==> config.mk <==
export PLATFORM = sky130hd
export DESIGN_NAME = jtag_master
export DESIGN_NICKNAME = d
export VERILOG_FILES = /design/src/rtl/jtag_master.sv
export SDC_FILE = /design/constraint.sdc
export NUM_CORES = 1
export LEC_CHECK = 0
export BUFFER_PORTS_ARGS = -buffer_cell sky130_fd_sc_hd__buf_2
export CORE_UTILIZATION = 32
export DETAILED_ROUTE_END_ITERATION = 8
export PLACE_DENSITY_LB_ADDON = 0.15
export RECOVER_POWER = 25
export SETUP_SLACK_MARGIN = 0.05
export SLEW_MARGIN = 0
export SYNTH_ARGS = -nofsm -noshare
export SYNTH_HDL_FRONTEND = slang
export SYNTH_SLANG_ARGS = --single-unit
==> constraint.sdc <==
create_clock -name clk -period 7.2 [get_ports clk]
set_input_delay 0.36 -clock clk [delete_from_list [all_inputs] [get_ports clk]]
set_output_delay 0.36 -clock clk [all_outputs]
set_load 0.01 [all_outputs]
==> src/rtl/jtag_master.sv <==
// JTAG master: shifts up to 32 TMS/TDI bits per command while capturing TDO,
// and can pulse TRSTN. Commands and responses use valid/ready handshakes.
module jtag_master #(
    parameter int DIV      = 2,
    parameter int TRST_CYC = 16
) (
    input  logic        clk,
    input  logic        rst,
    input  logic        cmd_valid,
    output logic        cmd_ready,
    input  logic [1:0]  cmd_op,
    input  logic [4:0]  cmd_len,
    input  logic [31:0] cmd_tms,
    input  logic [31:0] cmd_tdi,
    output logic        rsp_valid,
    input  logic        rsp_ready,
    output logic [31:0] rsp_data,
    output logic        rsp_err,
    output logic        tck,
    output logic        tms,
    output logic        tdi,
    output logic        trstn,
    input  logic        tdo
);

    localparam int CNT_MAX = (DIV > TRST_CYC) ? DIV : TRST_CYC;
    localparam int CW      = $clog2(CNT_MAX + 1);
    localparam logic [CW-1:0] DIV_LAST  = CW'(DIV - 1);
    localparam logic [CW-1:0] TRST_LAST = CW'(TRST_CYC - 1);

    typedef enum logic [2:0] {
        IDLE,
        LOW,
        HIGH,
        TRST,
        RESP
    } state_t;

    state_t        state;
    logic [CW-1:0] cnt;
    logic [4:0]    idx;
    logic [4:0]    idx_next;
    logic [4:0]    len_r;
    logic [31:0]   tms_r;
    logic [31:0]   tdi_r;
    logic          load;

    assign idx_next = idx + 5'd1;

    always_ff @(posedge clk) begin
        if (rst) begin
            state     <= IDLE;
            cnt       <= '0;
            idx       <= '0;
            len_r     <= '0;
            tms_r     <= '0;
            tdi_r     <= '0;
            load      <= 1'b0;
            cmd_ready <= 1'b0;
            rsp_valid <= 1'b0;
            rsp_data  <= '0;
            rsp_err   <= 1'b0;
            tck       <= 1'b0;
            tms       <= 1'b1;
            tdi       <= 1'b0;
            trstn     <= 1'b1;
        end else begin
            case (state)
                IDLE: begin
                    cmd_ready <= 1'b1;
                    if (cmd_valid && cmd_ready) begin
                        cmd_ready <= 1'b0;
                        case (cmd_op)
                            2'b00: begin
                                // Pins are driven one cycle later so bit 0 gets a full low phase.
                                state    <= LOW;
                                load     <= 1'b1;
                                cnt      <= '0;
                                idx      <= '0;
                                len_r    <= cmd_len;
                                tms_r    <= cmd_tms;
                                tdi_r    <= cmd_tdi;
                                rsp_data <= '0;
                                rsp_err  <= 1'b0;
                            end
                            2'b01: begin
                                state    <= TRST;
                                cnt      <= '0;
                                trstn    <= 1'b0;
                                tck      <= 1'b0;
                                tms      <= 1'b1;
                                rsp_data <= '0;
                                rsp_err  <= 1'b0;
                            end
                            default: begin
                                state     <= RESP;
                                rsp_valid <= 1'b1;
                                rsp_err   <= 1'b1;
                                rsp_data  <= '0;
                            end
                        endcase
                    end
                end
                LOW: begin
                    if (load) begin
                        load <= 1'b0;
                        tms  <= tms_r[idx];
                        tdi  <= tdi_r[idx];
                        cnt  <= '0;
                    end else if (cnt == DIV_LAST) begin
                        // TDO is captured on the same edge that raises TCK.
                        tck           <= 1'b1;
                        rsp_data[idx] <= tdo;
                        cnt           <= '0;
                        state         <= HIGH;
                    end else begin
                        cnt <= cnt + CW'(1);
                    end
                end
                HIGH: begin
                    if (cnt == DIV_LAST) begin
                        tck <= 1'b0;
                        cnt <= '0;
                        if (idx == len_r) begin
                            // TMS keeps the last bit so the TAP parks in a stable state.
                            state     <= RESP;
                            rsp_valid <= 1'b1;
                            tdi       <= 1'b0;
                        end else begin
                            idx   <= idx_next;
                            tms   <= tms_r[idx_next];
                            tdi   <= tdi_r[idx_next];
                            state <= LOW;
                        end
                    end else begin
                        cnt <= cnt + CW'(1);
                    end
                end
                TRST: begin
                    if (cnt == TRST_LAST) begin
                        trstn     <= 1'b1;
                        state     <= RESP;
                        rsp_valid <= 1'b1;
                    end else begin
                        cnt <= cnt + CW'(1);
                    end
                end
                RESP: begin
                    if (rsp_ready) begin
                        rsp_valid <= 1'b0;
                        rsp_err   <= 1'b0;
                        cmd_ready <= 1'b1;
                        state     <= IDLE;
                    end
                end
                default: state <= IDLE;
            endcase
        end
    end

endmodule

# Word-level counts from Yosys, hierarchy flattened
# Index checks and enable logic that the tools add are counted.
# word_totals
word_cells	136
register_bits	122
# op_classes
n_addsub	2
n_eq_ne	22
muxes	68
reduce_logical	26
n_lt_le_gt_ge	3
# ops
op	count
$mux 32	3
$pmux 32 s2	1
$mux 5	9
$bwmux 32	1
$mux 1	30
$ne 2x2->1 const B	12
$mux 3	7
$bmux 1 s5	4
$pmux 5 s4	1
$reduce_and 6->1	3
$pmux 3 s5	1
$lt 5x6->1 const B	2
$reduce_and 3->1	4
$reduce_and 4->1	3
$add 5x1->5 const B	2
$pmux 1 s2	5
$pmux 5 s2	1
$reduce_bool 2->1	5
$reduce_bool 4->1	2
$reduce_and 7->1	1
$eq 3x2->1 const B	2
$pmux 1 s3	2
$pmux 3 s2	1
$demux 1 s5	1
other kinds (16)	18

# Longest topological paths before layout
# Gate-level depths: netlist (run 1).
# depth
ltp_word	8
ltp_mapped	12
depth_no_buf	9

# Least setup slack after synthesis (run 1)
# No wires, ideal clock.
# synth_timing
path_type	flip-flop to flip-flop
from	reg idx[1]
to	reg tms
path_stages_with_launch	12
period_less_slack_ns	3.220
slack_ns	3.980
arrival_ns	3.095
cell_sequence	dfxtp_1 -> clkbuf_1 -> buf_1 -> inv_1 -> ha_1 -> buf_2 -> buf_2 -> mux4_2 -> mux2_2 -> o22ai_1 -> nor2_1 -> o41a_1
# synth_between
elab_chain_len	6
word_cells_on_any_way	12
classes_between	add/sub: 1; eq/ne: 2; mux: 8; reduce/logical: 1
# synth_lines
element	line	rtl
from (decl)	41	logic [4:0] idx;
from (signal assigned)	130	idx <= idx_next;
$add 5x1->5	48	assign idx_next = idx + 5'd1;
$bmux 1 s5	131	tms <= tms_r[idx_next];
$mux 1 (not written as such)	131	
$mux 1	124	if (idx == len_r) begin
$mux 1	121	if (cnt == DIV_LAST) begin
$pmux 1 s3	68	case (state)
to (signal assigned)	107	tms <= tms_r[idx];
to (signal assigned)	131	
to (decl)	20	output logic tms,
# Several ways; a longest one is shown, not always the timed one. The select of a mux whose other input is x is not followed.
# A chain may end at the register's enable or synchronous reset.

# Final worst setup path (run 1)
# Same ends and word-level chain as after synthesis.

==> impl_summary.log, run 1 <==
INFO  metric setup-tns-final = 0 ps
INFO  metric synth_sequential_area_ratio = about two fifths
INFO  metric cts.sink_count = ~120
INFO  metric mean_cell_area_of_the_mapped_netlist = 7.97 um^2
INFO  metric synth_edf_count = 0
INFO  metric hp-class = input pin to flip-flop
INFO  metric fin_worst_hold_slack = 183 ps
INFO  metric drv_cap = 0
INFO  metric area_growth_syn_to_layout = 18.5%
INFO  metric grt_max_degree = 72
INFO  metric cp.depth = 7
INFO  metric grt_first_pass_wirelength = roughly 29000 um
INFO  metric synthTopCellsByArea = sky130_fd_sc_hd__dfxtp_1 39%, sky130_fd_sc_hd__a21oi_1 12%, sky130_fd_sc_hd__nand2_1 11%
INFO  metric worstRegToRegCells = 7
INFO  metric synthCells = 790
INFO  metric post_cts.resized_instances = 0
INFO  metric clkLatencyLatePin = about 420 ps
INFO  metric end_kind = flip-flop
INFO  metric async_flop_share = 0%
INFO  metric rows = 50
INFO  metric die_h = approximately 140 um
INFO  metric r2r_start = idx[1]
INFO  metric power.leakage = approximately 0.0026 uW
INFO  metric yosys.cell_types.count = slightly above 60
INFO  metric max-clock-path-buffers = 2
INFO  metric num_vias = ~5.7k
INFO  metric overall_power_after_layout = ~1900 uW
INFO  metric drc_violations_left = 0
INFO  metric horizontal_die_dimension = around 140 um
INFO  metric insertedDiodeCount = 0
INFO  metric yosys.area.top_type_share = between 30 and 40%
INFO  metric clock.fmax = ~270 MHz
INFO  metric clk_pin_slew = 50 ps
INFO  metric worstPathRequired = 7500 ps
INFO  metric share_seq_of_total_power = approximately two fifths
INFO  metric synth_seq_cells = between 100 and 150
INFO  metric worstPathBufferInverterCount = 1
INFO  metric relative_max_transition_margin = 31.1%
INFO  metric cp.arrival = ~4000 ps
INFO  metric final-max-slew-violation-count = 0
INFO  metric worstMarginPinSlew = about 1000 ps
INFO  metric power_frac_comb = 18.7%
INFO  metric routed_wl = between 15000 and 20000 um
INFO  metric synthesized_netlist_net_count = 873
INFO  metric drtIter0Drc = 385
INFO  metric grt.total_usage = a little under a fifth
INFO  metric dieArea = roughly 0.020 mm^2
INFO  metric setup.worst_path.start = idx[1]
INFO  metric antenna_left = 0
INFO  metric rsz0062_at_grt = no
INFO  metric finalCritPeriodShare = between 50% and 60%
INFO  metric power-per-cell-area = approximately 260 mW/mm^2
INFO  metric initial_core_utilization = roughly a third
INFO  metric power.share.switching = 29.3%
INFO  metric synth_compound_area_share = a little over a fifth
INFO  metric synth.cell_area = between 0.006 and 0.007 mm^2
INFO  metric synthAdderAreaFrac = around 1.4%
INFO  metric muxShareOfSynthArea = 12.3%
INFO  metric cp_cell_sequence = inv_1 > ha_1 > mux4_2 > mux2_2 > o22ai_1 > nor2_1 > o41a_1
INFO  metric final_net_count = 945
INFO  metric rrSetupSlack = 3430 ps
INFO  metric largest_driver_fanout_on_the_critical_path = 38
INFO  metric report.final.setup_viol = 0
INFO  metric via_count_of_the_first_global_routing_pass = around 5.4k
INFO  metric critical_path.startpoint_type = flip-flop
INFO  metric synth_flop_cell = sky130_fd_sc_hd__dfxtp_1
INFO  metric vdd_drop_max = 0.141 mV
INFO  metric synthTopCellsByCount = 190 x sky130_fd_sc_hd__nand2_1, 147 x sky130_fd_sc_hd__a21oi_1, 122 x sky130_fd_sc_hd__dfxtp_1
INFO  metric post_cts_setup_buffer_count = 0
INFO  metric drt-wirelength-per-cell = 15.8 um
INFO  metric detail_route.first_pass.iterations = 4
INFO  metric synth_area_leader_cell = sky130_fd_sc_hd__dfxtp_1
INFO  metric run_status = completed
INFO  metric crit_path_top_delay_cell = sky130_fd_sc_hd__ha_1
INFO  metric min_delay_path_depth = 3
INFO  metric cell_chosen_for_the_clock_root = sky130_fd_sc_hd__clkbuf_16
INFO  metric slowest_delay = about 960 ps
INFO  metric clock_power_share = between 40% and 50%
INFO  metric post_synth_xor_area_fraction = 1.25%
INFO  metric ys.warnings.count = 0
INFO  metric global_route.overflow_total = 0
INFO  metric period_minus_slack = about 3800 ps
INFO  metric h-tree-depth = 4
INFO  metric cts_tree = done
INFO  metric io-pin-count = 115
INFO  metric synth.most_common_cell = sky130_fd_sc_hd__nand2_1
INFO  metric finalHoldViolCount = 0
INFO  metric grt_antenna_before_repair = 0
INFO  metric core_area = ~0.019 mm^2
INFO  metric number_of_buffers_created_by_cts = 17
INFO  metric crit_family = adder cells
INFO  metric clock_skew = ~9.0 ps
INFO  metric place.gp.congestion = 0.778
INFO  metric p_int = about 1300 uW
INFO  metric net-switching-power = ~560 uW
INFO  metric synthSimpleGateAreaFrac = 19.6%
INFO  metric io_buffers = 114
INFO  metric post_cts_hold_buffer_count = 0
INFO  metric synth_top_family_by_area = compound AO/OA/AOI/OAI gates
INFO  metric worstSetupEndpoint = tms
INFO  metric dpl_wire_length = 12500 um
INFO  metric route.detailed.vias_per_inst = 5.03
INFO  metric regToRegEndpoint = tms
INFO  metric timing.setup.critical_path_class = flip-flop to flip-flop
INFO  metric layout-drive-gt1-share = approximately 17%
-- worst min path at each step --
| stage | startpoint | end | slack [ps] |
|---|---|---|---|
| floorplan | tdi_r[12] | tdi_r[12] | 440 |
| global placement | rsp_valid | rsp_valid | 450 |
| detailed placement | rsp_valid | rsp_valid | 460 |
| CTS | cmd_tdi[26] | tdi_r[26] | 160 |
| global route | cmd_tdi[24] | tdi_r[24] | 170 |
| finish | cmd_tdi[26] | tdi_r[26] | 180 |
-- placed cells by master, fill, tap and decap left out, types with 4 or more instances in the layout --
| master | instances |
|---|---|
| sky130_fd_sc_hd__a211oi_1 | 9 |
| sky130_fd_sc_hd__a21oi_1 | 147 |
| sky130_fd_sc_hd__and2_1 | 6 |
| sky130_fd_sc_hd__and3_1 | 7 |
| sky130_fd_sc_hd__buf_2 | 74 |
| sky130_fd_sc_hd__buf_4 | 9 |
| sky130_fd_sc_hd__clkbuf_1 | 42 |
| sky130_fd_sc_hd__clkbuf_16 | 17 |
| sky130_fd_sc_hd__dfxtp_1 | 121 |
| sky130_fd_sc_hd__ha_1 | 7 |
| sky130_fd_sc_hd__inv_1 | 6 |
| sky130_fd_sc_hd__mux2_2 | 10 |
| sky130_fd_sc_hd__mux2i_1 | 21 |
| sky130_fd_sc_hd__mux4_2 | 20 |
| sky130_fd_sc_hd__nand2_1 | 190 |
| sky130_fd_sc_hd__nand2b_1 | 4 |
| sky130_fd_sc_hd__nand3_1 | 10 |
| sky130_fd_sc_hd__nor2_1 | 26 |
| sky130_fd_sc_hd__nor2b_1 | 8 |
| sky130_fd_sc_hd__nor3_1 | 13 |
| sky130_fd_sc_hd__nor4_1 | 5 |
| sky130_fd_sc_hd__o21ai_0 | 6 |
| sky130_fd_sc_hd__o21ai_1 | 38 |
| sky130_fd_sc_hd__xnor2_1 | 6 |
-- worst register-to-register path: stages (launching register included) --
cell and delay (ps):
sky130_fd_sc_hd__dfxtp_2 920, sky130_fd_sc_hd__inv_1 250, sky130_fd_sc_hd__ha_1 970, sky130_fd_sc_hd__mux4_2 610
sky130_fd_sc_hd__mux2_2 290, sky130_fd_sc_hd__o22ai_1 160, sky130_fd_sc_hd__nor2_1 70, sky130_fd_sc_hd__o41a_1 400
-- logic make-up after synthesis --
kind of cell / count (synthesis)
compound gates: 239
xor+xnor: 9
fa+ha+maj: 7
buf+inv: 78
flops: 122
mux: 51
simple gates: 284
-- layout make-up --
class	instances	area, um^2
clock inverter	4	45.0
sequential	122	2440
multi-input combinational	590	3550
tap	260	325
fill	2102	11600
inverter	9	33.8
timing repair buffer	122	584
clock buffer	23	478
-- routing by layer --
metal  GRT usage (%)  vias to the layer above  share of wire (%)
li1                -                     2921                  -
met4            7.64                        0                1.4
met3            4.64                       15                4.7
met2            28.5                      135                 47
met1            25.0                     2612                 47
met5               0                        -                  0
-- power by group through the flow --
stage | Sequential [uW] | Clock (uW) | Combinational, uW
floorplan | 762 | 0 | 286
global placement | 789 | 0 | 361
detailed placement | 788 | 0 | 363
CTS | 774 | 797 | 364
global route | 783 | 829 | 404
finish | 774 | 776 | 357
-- through the flow --
stage	setup slack (ps)	cell area, um^2	instances	util, %
floorplan	3980	6300	790	-
global placement	3470	6990	1103	36.7
detailed placement	3380	6990	1103	36.7
CTS	3370	7510	1130	39.5
global route	3140	7460	1130	39.2
finish	3430	7460	1130	39.2
-- registers in the layout, summed over array words and instances (netlist names) --
signal and count:
len_r 5, tdi_r 32, rsp_data 32, load 1, tms 1, cmd_ready 1
tms_r 32, rsp_valid 1, state 3, trstn 1, cnt 5, tdi 1
tck 1, idx 5, rsp_err 1
Power figures use the tool's default switching activity.
==> run 2, diff against run 1 <==
==> constraint.sdc (replaced) <==
create_clock -name clk -period 3.2 [get_ports clk]
set_input_delay 0.16 -clock clk [delete_from_list [all_inputs] [get_ports clk]]
set_output_delay 0.16 -clock clk [all_outputs]
set_load 0.01 [all_outputs]
==> run 2 against run 1 <==
  * Register-to-register slack got worse by 2900 ps
  * Critical path depth unchanged
  * Setup slack worse by 2900 ps
  * Die area stayed put
  * Total power grew 140%
  * First-iteration DRC count down 14%
  * Final cell count rose by 6.9%
  * Clock skew up 0.96 ps
  * Highest routed layer unchanged
==> impl_summary.log, run 2 (synthesis results as in run 1) <==
INFO  metric run_status = completed
INFO  metric routed_wl = between 15000 and 20000 um
INFO  metric report.final.setup_viol = 0
INFO  metric finish.instance_area = approximately 0.0083 mm^2
INFO  metric area_occupied_by_multi_input_gates = between 0.003 and 0.004 mm^2
INFO  metric finalCritPeriodShare = 82.7%
INFO  metric grt_use_met2 = ~31%
INFO  metric clk_pin_slew = roughly 60 ps
INFO  metric n_fill_cell = 1999
INFO  metric relative_max_transition_margin = around 25%
INFO  metric combined_flip_flop_and_latch_cell_area = between 0.002 and 0.0025 mm^2
INFO  metric power_frac_comb = between 15 and 20%
INFO  metric clock.fmax = ~380 MHz
INFO  metric grtUsageMet1 = 26.2%
INFO  metric layout-drive-gt1-share = 17.5%
INFO  metric rsz0062_at_grt = no
INFO  metric antenna_left = 0
INFO  metric largest_driver_fanout_on_the_critical_path = 38
INFO  metric max-clock-path-buffers = 2
INFO  metric area_growth_syn_to_layout = 31.5%
INFO  metric global_route.overflow_total = 0
INFO  metric power-per-cell-area = around 560 mW/mm^2
INFO  metric power.share.switching = between 20 and 30%
INFO  metric via_count_of_the_first_global_routing_pass = about 6k
INFO  metric io_buffers = around 110
INFO  metric hold_path_startpoint = cmd_tdi[17]
INFO  metric cp.arrival = 2950 ps
INFO  metric die_h = roughly 140 um
INFO  metric overall_power_after_layout = about 4600 uW
INFO  metric drtIter0Drc = roughly 330
INFO  metric grt.total_usage = roughly 20%
INFO  metric route.detailed.vias_per_inst = 5.01
INFO  metric post_cts.resized_instances = 0
INFO  metric hp-class = input pin to flip-flop
INFO  metric p_int = 3320 uW
INFO  metric post_cts_setup_buffer_count = 0
INFO  metric worstPathRequired = 3500 ps
INFO  metric dieArea = 0.0202 mm^2
INFO  metric finalHoldViolCount = 0
INFO  metric end_kind = flip-flop
INFO  metric cts_tree = done
INFO  metric drt-wirelength-per-cell = between 15 and 20 um
INFO  metric h-tree-depth = 4
INFO  metric vdd_drop_max = around 0.32 mV
INFO  metric timing.setup.critical_path_class = flip-flop to flip-flop
INFO  metric met3_track_usage_gr = roughly 3.6%
INFO  metric critical_path.startpoint_type = flip-flop
INFO  metric setup.worst_path.start = idx[0]
INFO  metric insertedDiodeCount = 0
INFO  metric net-switching-power = roughly 1300 uW
INFO  metric num_vias = ~6.1k
INFO  metric grt_first_pass_wirelength = 31000 um
INFO  metric fin_util = between 40 and 50%
INFO  metric drc_violations_left = 0
INFO  metric share_seq_of_total_power = around 37%
INFO  metric cell_chosen_for_the_clock_root = sky130_fd_sc_hd__clkbuf_16
INFO  metric initial_core_utilization = 33.1%
INFO  metric final-max-slew-violation-count = 0
INFO  metric cts.sink_count = around 120
INFO  metric grt.busiest_layer = met2
INFO  metric grt_max_degree = 86
INFO  metric io-pin-count = between 100 and 150
INFO  metric clock_power_share = 43.1%
INFO  metric final_net_count = 1019
INFO  metric worstMarginPinSlew = 1120 ps
INFO  metric detail_route.first_pass.iterations = 5
INFO  metric finish.cell_count_without_fillers = around 1.2k
INFO  metric clkLatencyLatePin = ~420 ps
INFO  metric dpl.cell_count = ~1.1k
INFO  metric drv_cap = 0
INFO  metric mostFrequentLayoutCells = 190 x sky130_fd_sc_hd__nand2_1, 147 x sky130_fd_sc_hd__a21oi_1, 121 x sky130_fd_sc_hd__dfxtp_1
INFO  metric period_minus_slack = around 2600 ps
INFO  metric largestRegisters = rsp_data x32, tdi_r x32, tms_r x32
INFO  metric horizontal_die_dimension = roughly 140 um
INFO  metric r2r_start = idx[0]
INFO  metric layout_commonest_cell = sky130_fd_sc_hd__nand2_1
INFO  metric power.leakage = slightly below 0.003 uW
INFO  metric dpl_wire_length = ~13000 um
INFO  metric grt_antenna_before_repair = 0
INFO  metric post_cts_hold_buffer_count = 64
INFO  metric clock_skew = 10.0 ps
INFO  metric placed_area = between 0.007 and 0.008 mm^2
INFO  metric number_of_buffers_created_by_cts = 17
INFO  metric place.gp.congestion = around 0.8
INFO  metric rows = 50
INFO  metric core_area = 0.0190 mm^2
INFO  metric setup-tns-final = 0 ps
## run 2: path summary, 6_finish.rpt
path	slack (ps)	end	cells after the start
min	10	tdi_r[17]	3
min reg2reg	470	rsp_valid	1
max reg2reg	550	tms	7
max	550	tms	7
## run 2: layer usage
metal  share of wire, %  vias up  wire [um]
met5                  0        -          0
met4                1.8        0        348
met3                4.3       23        815
met2                 46      144       8730
met1                 48     2819       9150
li1                   -     3070          -
## run 2: worst max-delay path, cell delays in order, from the launching register on
cell                       delay (ps)
sky130_fd_sc_hd__dfxtp_1          340
sky130_fd_sc_hd__buf_4            420
sky130_fd_sc_hd__ha_1             260
sky130_fd_sc_hd__xor2_1           460
sky130_fd_sc_hd__mux2_2           400
sky130_fd_sc_hd__o221ai_1         170
sky130_fd_sc_hd__nor2_1            60
sky130_fd_sc_hd__o41a_1           410
## run 2: through the flow
step / hold WS [ps] / worst slack (ps)
finish: 10.1 / 553
global route: 4.91 / 310
CTS: 0.189 / 516
detailed placement: 408 / 529
global placement: 408 / 557
floorplan: 278 / 99.8
## run 2: power by group through the flow
stage / Sequential [uW] / Combinational (uW) / Clock [uW]
2_1_floorplan: 1710 / 643 / 0
3_3_place_gp: 1750 / 869 / 0
6_report: 1710 / 922 / 1990
5_1_grt: 1730 / 1040 / 2110
3_5_place_dp: 1750 / 869 / 0
4_1_cts: 1710 / 934 / 2040
## run 2: cell type report
cell class,count,share of cell area [%]
clock buffers,23,6.01
clock inverters,8,1.39
inverters,9,0.408
multi-input cells,590,42.9
flip-flops and latches,122,29.5
well taps,260,3.93
repair buffers,196,15.9
==> run 3, diff against run 2 <==
==> constraint.sdc (replaced) <==
create_clock -name clk -period 2.2 [get_ports clk]
set_input_delay 0.11 -clock clk [delete_from_list [all_inputs] [get_ports clk]]
set_output_delay 0.11 -clock clk [all_outputs]
set_load 0.01 [all_outputs]
==> run 3 against run 2 <==
  * Largest power group unchanged
  * Critical endpoint unchanged
  * Routed wire length is 1.6% higher
  * Flip-flop and latch count stayed put
  * Critical path depth grew 1
  * Fmax increased by 19%
  * The run now ends with negative setup slack left
  * Sequential power is 47% higher
  * Combinational power is 64% higher
  * Final cell count increased by 4.2%
  * Design area is 6.6% higher
  * Largest cell class unchanged
  * Critical path type unchanged
  * Via count is 3.7% higher
  * Utilization up 2.9 points
  * Setup slack worse by 580 ps
==> impl_summary.log, run 3 (synthesis results as in run 1) <==
INFO  metric n_fill_cell = 1960
INFO  metric drc_violations_left = 0
INFO  metric grt_first_pass_wirelength = around 31000 um
INFO  metric h-tree-depth = 4
INFO  metric dieArea = 0.0202 mm^2
INFO  metric number_of_buffers_created_by_cts = 17
INFO  metric antenna_left = 0
INFO  metric slowest_delay = around 490 ps
INFO  metric fin_worst_hold_slack = approximately 33 ps
INFO  metric worstPathRequired = roughly 2500 ps
INFO  metric crit_family = multiplexers
INFO  metric timing.setup.critical_path_class = flip-flop to flip-flop
INFO  metric initial_core_utilization = approximately a third
INFO  metric finalHoldViolCount = 0
INFO  metric die_h = between 100 and 150 um
INFO  metric placed_area = 0.00740 mm^2
INFO  metric power-per-cell-area = roughly 780 mW/mm^2
INFO  metric cell_chosen_for_the_clock_root = sky130_fd_sc_hd__clkbuf_16
INFO  metric setup-tns-final = -26.0 ps
INFO  metric grt_max_degree = 71
INFO  metric clk_pin_slew = around 60 ps
INFO  metric layout_commonest_cell = sky130_fd_sc_hd__nand2_1
INFO  metric mostFrequentLayoutCells = 190 x sky130_fd_sc_hd__nand2_1, 143 x sky130_fd_sc_hd__a21oi_1, 119 x sky130_fd_sc_hd__dfxtp_1
INFO  metric layout-drive-gt1-share = a little under a quarter
INFO  metric overall_power_after_layout = around 6900 uW
INFO  metric failed_checks = negative setup slack
INFO  metric cts.sink_count = approximately 120
INFO  metric clock.fmax = about 450 MHz
INFO  metric power.leakage = 0.00320 uW
INFO  metric area_growth_syn_to_layout = 40.2%
INFO  metric max-clock-path-buffers = 2
INFO  metric place.gp.congestion = 0.931
INFO  metric via_count_of_the_first_global_routing_pass = 6008
INFO  metric dp_slack = -99.7 ps
INFO  metric largest_driver_fanout_on_the_critical_path = 6
INFO  metric drt-wirelength-per-cell = between 15 and 20 um
INFO  metric period_minus_slack = ~2200 ps
INFO  metric largestRegisters = rsp_data x32, tdi_r x32, tms_r x32
INFO  metric rsz0062_at_grt = yes
INFO  metric grt.total_usage = about a fifth
INFO  metric clkLatencyLatePin = 420 ps
INFO  metric horizontal_die_dimension = roughly 140 um
INFO  metric run_status = complete, but fails checks
INFO  metric cp_cell_sequence = inv_2 > ha_4 > buf_12 > mux4_2 > mux2_4 > o22ai_2 > nor2_1 > o41a_1
INFO  metric drtIter0Drc = 312
INFO  metric critical_path.startpoint_type = flip-flop
INFO  metric hp-class = input pin to flip-flop
INFO  metric cp.arrival = 2530 ps
INFO  metric io-pin-count = between 100 and 150
INFO  metric core_area = 0.0190 mm^2
INFO  metric vdd_drop_max = roughly 0.50 mV
INFO  metric end_kind = flip-flop
INFO  metric worstMarginPinSlew = between 500 and 600 ps
INFO  metric crit_path_top_delay_cell = sky130_fd_sc_hd__mux4_2
INFO  metric fin_ws = -26.0 ps
INFO  metric routed_wl = about 19000 um
INFO  metric global_route.overflow_total = 0
INFO  metric route.detailed.vias_per_inst = 4.99
INFO  metric finalCritPeriodShare = 101%
INFO  metric num_vias = ~6.3k
INFO  metric insertedDiodeCount = 0
INFO  metric io_buffers = ~110
INFO  metric finish.instance_area = approximately 0.009 mm^2
INFO  metric clock_skew = between 7 and 8 ps
INFO  metric grt_antenna_before_repair = 0
INFO  metric relative_max_transition_margin = about 64%
INFO  metric report.final.setup_viol = 1
INFO  metric cts_tree = done
INFO  metric dpl_wire_length = approximately 13000 um
INFO  metric detail_route.first_pass.iterations = 4
INFO  metric drv_cap = 0
INFO  metric final_net_count = roughly 1.1k
INFO  metric rows = 50
INFO  metric worstPathBufferInverterCount = 2
INFO  metric final-max-slew-violation-count = 0
[run 3: cell types whose count changed in the layout (fill, tap and decap cells not counted), sizes merged]
| cell | delta |
|---|---|
| buf | +44 |
| clkinv | -1 |
| clkinvlp | +1 |
| dlygate4sd3 | +7 |
[run 3: layer usage]
layer / vias to the layer above / routed length, um / track usage, %
met1: 2929 / 9240 / 26.1
met5: - / 0 / 0
met3: 18 / 964 / 4.17
met4: 0 / 284 / 6.40
met2: 165 / 8860 / 31.8
li1: 3166 / - / -
[run 3: through the flow]
| step | utilization [%] | std cells |
|---|---|---|
| 6_report | 46.4 | 1259 |
| 2_1_floorplan | - | 790 |
| 3_3_place_gp | 38.9 | 1147 |
| 4_1_cts | 46.2 | 1257 |
| 3_5_place_dp | 38.9 | 1147 |
| 5_1_grt | 46.4 | 1259 |
[run 3: tightest hold or removal path, stage by stage]
cell and delay, ps:
sky130_fd_sc_hd__buf_2 130, sky130_fd_sc_hd__a32oi_1 100, sky130_fd_sc_hd__nor2_1 80
[run 3: worst paths after layout]
| path | depth (start not counted) | startpoint | slack [ps] | end |
|---|---|---|---|---|
| worst max-delay path | 8 | idx[1] | -30 | tms |
| worst min-delay path | 3 | cmd_op[1] | 30 | rsp_err |
| worst max register to register | 8 | idx[1] | -30 | tms |
| worst min register to register | 2 | tms_r[9] | 470 | tms_r[9] |
[run 3: layout make-up]
cell class              instances  area, um^2  area share (%)
clock buffers                  23         478            5.41
clock inverters                 8         118            1.33
inverters                       9        38.8           0.439
multi-input cells             590        3650            41.4
flip-flops and latches        122        2450            27.7
well taps                     260         325            3.68
repair buffers                247        1770            20.0
[run 3: where the power goes]
part	total (uW)	switching, uW	internal, uW
registers	2520	161	2350
logic	1510	804	707
clock network	2860	999	1860
[run 3: what timing repair did]
action / in CTS / in global routing
endpoints found under the setup margin: 3 / 40
pin swaps: 5 / 9
hold buffers: 71 / 0
hold endpoints to repair: 72 / 0
resized for setup: 3 / 23
setup buffers: 8 / 2
